==> src/rtl/wowi_responder.sv <==
// wowi_responder: word-wide command responder over a byte-addressed memory.
// Words are split into little-endian byte accesses, one byte per cycle.
module wowi_responder #(
  parameter int DATA_WIDTH = 8,
  parameter int WORD_BYTES = 2,
  parameter int ADDR_WIDTH = 8
) (
  input  logic                             clk,
  input  logic                             reset,
  input  logic                             st_read,
  input  logic                             st_write,
  input  logic [ADDR_WIDTH-1:0]            base_addr,
  input  logic [DATA_WIDTH*WORD_BYTES-1:0] write_data,
  output logic [DATA_WIDTH*WORD_BYTES-1:0] read_data,
  output logic                             flip_ready,
  output logic                             wrt_done,
  output logic                             busy,
  input  logic                             ld_en,
  input  logic [ADDR_WIDTH-1:0]            ld_addr,
  input  logic [DATA_WIDTH-1:0]            ld_data
);

  localparam int W     = DATA_WIDTH * WORD_BYTES;
  localparam int IW    = (WORD_BYTES > 1) ? $clog2(WORD_BYTES) : 1;
  localparam int DEPTH = 2 ** ADDR_WIDTH;

  typedef enum logic [2:0] {
    IDLE,
    RD_BYTE,
    RD_HOLD,
    WR_BYTE,
    WR_HOLD
  } state_t;

  state_t state;
  state_t state_nxt;

  logic [DATA_WIDTH-1:0] mem [DEPTH];

  logic [IW-1:0]         idx;
  logic [ADDR_WIDTH-1:0] base_q;
  logic [W-1:0]          wdata_q;
  logic [W-1:0]          stage;
  logic [W-1:0]          stage_nxt;
  logic [ADDR_WIDTH-1:0] cur_addr;
  logic [DATA_WIDTH-1:0] mem_rd;
  logic [DATA_WIDTH-1:0] wr_byte;
  logic                  last;
  logic                  accept_rd;
  logic                  accept_wr;
  logic                  rd_step;
  logic                  wr_step;

  assign cur_addr = base_q + ADDR_WIDTH'(idx);
  assign mem_rd   = mem[cur_addr];
  assign wr_byte  = wdata_q[idx*DATA_WIDTH +: DATA_WIDTH];
  assign last     = (idx == IW'(WORD_BYTES - 1));

  always_ff @(posedge clk) begin
    if (!reset) state <= IDLE;
    else        state <= state_nxt;
  end

  always_comb begin
    state_nxt  = state;
    accept_rd  = 1'b0;
    accept_wr  = 1'b0;
    rd_step    = 1'b0;
    wr_step    = 1'b0;
    flip_ready = 1'b0;
    wrt_done   = 1'b0;
    busy       = 1'b1;
    unique case (state)
      IDLE: begin
        busy = 1'b0;
        if (st_read) begin
          accept_rd = 1'b1;
          state_nxt = RD_BYTE;
        end else if (st_write) begin
          accept_wr = 1'b1;
          state_nxt = WR_BYTE;
        end
      end
      RD_BYTE: begin
        rd_step = 1'b1;
        if (last) state_nxt = RD_HOLD;
      end
      RD_HOLD: begin
        flip_ready = 1'b1;
        if (!st_read) state_nxt = IDLE;
      end
      WR_BYTE: begin
        wr_step = 1'b1;
        if (last) state_nxt = WR_HOLD;
      end
      WR_HOLD: begin
        wrt_done = 1'b1;
        if (!st_write) state_nxt = IDLE;
      end
      default: state_nxt = IDLE;
    endcase
  end

  always_comb begin
    stage_nxt = stage;
    stage_nxt[idx*DATA_WIDTH +: DATA_WIDTH] = mem_rd;
  end

  always_ff @(posedge clk) begin
    if (!reset) begin
      idx       <= '0;
      read_data <= '0;
    end else if (accept_rd || accept_wr) begin
      idx    <= '0;
      base_q <= base_addr;
      if (accept_wr) wdata_q <= write_data;
    end else if (rd_step || wr_step) begin
      idx <= last ? '0 : idx + 1'b1;
      if (rd_step) begin
        stage <= stage_nxt;
        if (last) read_data <= stage_nxt;
      end
    end
  end

  // Command byte is assigned last so it overrides a same-address backdoor load.
  always_ff @(posedge clk) begin
    if (ld_en) mem[ld_addr] <= ld_data;
    if (reset && wr_step) mem[cur_addr] <= wr_byte;
  end

endmodule

==> config.mk <==
export PLATFORM = sky130hd
export DESIGN_NAME = wowi_responder
export DESIGN_NICKNAME = d
export VERILOG_FILES = /design/src/rtl/wowi_responder.sv
export SDC_FILE = /design/constraint.sdc
export NUM_CORES = 2
export LEC_CHECK = 0
export ABC_AREA = 1
export CAP_MARGIN = 20
export CORE_MARGIN = 4
export CORE_UTILIZATION = 40
export DETAILED_ROUTE_END_ITERATION = 8
export MAX_ROUTING_LAYER = met4
export PLACE_DENSITY = 0.63
export SLEW_MARGIN = 30
export SYNTH_ARGS = -nofsm -noshare
export SYNTH_HDL_FRONTEND = slang
export SYNTH_SLANG_ARGS = --single-unit
export TNS_END_PERCENT = 20
==> constraint.sdc <==
create_clock -name clk -period 5.45 [get_ports clk]
set_input_delay 1.3625 -clock clk [delete_from_list [all_inputs] [get_ports clk]]
set_output_delay 1.3625 -clock clk [all_outputs]
set_load 0.02 [all_outputs]
==> flow_summary_export.csv <==
group,metric,value,unit
synth,yosysWarnings,0,
worst_setup_path,startpoint_type,"flop",
route,drtAntennaViolNets,0,
place,gp_congestion,0.947,
grt,antenna_found_initial,29,
layout,drive_above_1_share,6.47,%
place,dpl.hpwl,235000,um
route,vias,92300,
layout,final_common_cell,"nand2_1",
worst_setup_path,crit_arrival,5380,ps
route,via_per_inst,5.72,
clocking,cts_setup_buffers,0,
place,dp_slack,525,ps
synth,synth_ff_type,"edfxtp_1",
die,rows,190,
clocking,cts_tree,"built",
die,io_pins,64,
route,finalWirelength,410000,um
timing,fin_crit_sh,87.6,%
clocking,cts_resized,0,
die,dieArea,0.277,mm^2
timing,fin_setup_tns,0,ps
clocking,path_clk_slew,60,ps
synth,syn_avg_cell_area,8.39,um^2
timing,fin_crit,4770,ps
layout,area_growth,11.0,%
synth,synth-edff-count,2088,
clocking,cts_sinks,2108,
clocking,ctsHoldBuffers,0,
timing,max_freq,210,MHz
synth,ys_ff_latch,2108,
worst_setup_path,critPathKind,"reg -> reg",
worst_setup_path,end_kind,"flop",
route,drt_iter0_drc,14000,
timing,slew_violations,0,
synth,synthArstFlopShare,0,%
route,drcViolationCount,0,
worst_setup_path,critPathMaxFanout,138,
grt,grtUsageTotal,29.4,%
timing,setup_ws,678,ps
pwr,peakVddDrop,0.499,mV
die,die_w,527,um
worst_hold_path,hp-class,"reg -> reg",
clocking,clkLatencyLatePin,890,ps
grt,grt_first_pass_wirelength,586000,um
synth,yosysSeqAreaShare,58.7,%
clocking,ctsHtreeMaxLevel,4,
grt,grt_pass1_vias,83800,
synth,synthCells,12800,
route,drt_pre_antenna_iters,7,
die,start_util,40.1,%
timing,rsz0062_at_grt,"no",
clocking,cts_made_buffers,216,
timing,relSlewSlack,23.7,%
synth,syn_area,0.108,mm^2
clocking,root_buffer,"clkbuf_16",
layout,nets,12400,
synth,synth_cell_type_count,32,
die,core,0.268,mm^2
route,wire_per_inst,25.4,um
timing,worst_slew_pin_slew,1140,ps
pwr,power_leakage,0.0483,uW
grt,grt_overflow,0,
die,chipHeight,527,um
clocking,clockBufferDepth,3,
timing,setup_viol,0,
grt,grt_max_degree,155,
run_status,status,"complete, no violations",
timing,fin_worst_skew,34.0,ps
place,io_buffers,63,
pwr,p_per_area,431,mW/mm^2
layout,mostFrequentLayoutCells,"nand2_1, o21ai_0, edfxtp_1",
worst_setup_path,required,6060,ps
job,cap_viol_max_count,0,
synth,syn_nets,12900,
timing,hold_viol_final,0,
-- where the power goes --
group	switching (uW)	total, uW	internal (uW)
registers	62.1	18000	17900
logic	14500	18800	4270
clock network	6640	14700	8060
-- layout make-up --
type | count | area (um^2)
fillers | 25700 | 149000
diodes | 34 | 85.1
clock inverters | 130 | 1120
inverters | 91 | 364
repair buffers | 432 | 4400
clock buffers | 264 | 5650
flip-flops and latches | 2108 | 63100
multi-input cells | 9514 | 40200
well taps | 3552 | 4440
-- sequential cells by signal, summed over array words and instances (netlist names) --
name / cells
mem: 2048
base_q: 8
state: 3
stage: 16
read_data: 16
wdata_q: 16
idx: 1
-- cell usage after synthesis, types with 12 or more instances --
cell | number | area share, %
o21ai_0 | 2357 | 11
nand4_1 | 71 | 0.41
nand2_2 | 31 | 0.18
nand3_1 | 315 | 1.5
a21oi_1 | 70 | 0.33
o21ai_1 | 21 | 0.098
clkbuf_1 | 941 | 3.3
dfxtp_1 | 20 | 0.37
inv_1 | 82 | 0.29
nor2_2 | 12 | 0.070
edfxtp_1 | 2088 | 58
nor2_1 | 827 | 2.9
a22oi_1 | 20 | 0.14
nand2_1 | 5729 | 20
buf_1 | 88 | 0.31
buf_2 | 77 | 0.36
-- path summary, 6_finish.rpt --
| check | slack (ps) | cells after the start | endpoint | from |
|---|---|---|---|---|
| worst max-delay path | 680 | 17 | stage[14] | base_q[0] |
| worst min-delay path | 540 | 2 | state[2] | state[0] |
| worst max register to register | 680 | 17 | stage[14] | base_q[0] |
| worst min register to register | 540 | 2 | state[2] | state[0] |
-- metal layers --
metal	share of wire (%)	up-vias	wire [um]	GRT usage, %
met1	37	42500	152000	37.6
met3	14	1250	55800	7.52
li1	-	41900	-	-
met5	0	-	0	-
met2	44	6699	180000	43.4
met4	5.6	0	22900	14.6
-- per-stage QoR --
stage                     cells  hold slack (ps)  utilization, %  total power [uW]  instance area [um^2]
after global placement    15700              530            42.0             36300                112000
after CTS                 16100              534            44.5             50700                119000
after detailed placement  15700              533            42.0             36300                113000
after global routing      16100              569            44.6             53100                119000
final                     16100              540            44.6             51500                119000
after floorplan           12800              502               -             28400                108000
-- kinds of logic after synthesis --
group | share of synthesized area (%)
and+or+nand+nor | 25.2
AOI/OAI and AO/OA | 11.6
muxes | 0.0744
DFF | 58.7
adders and majority gates | 0.0349
buffers and inverters | 4.32
xor gates and xnor gates | 0.0570
-- worst max-delay path: stages (launching register included) --
cell	delay (ps)
edfxtp_1	440
ha_4	190
ha_4	440
buf_4	400
nor2_4	130
buf_12	220
nand2_1	260
nand2_1	80
nor2_1	210
nor2_1	80
nor2_1	180
nand2_1	210
nand2_1	100
nand2_1	260
o21ai_0	270
nand2_1	70
nor2_1	370
o21ai_0	140
Power figures use the tool's default switching activity.
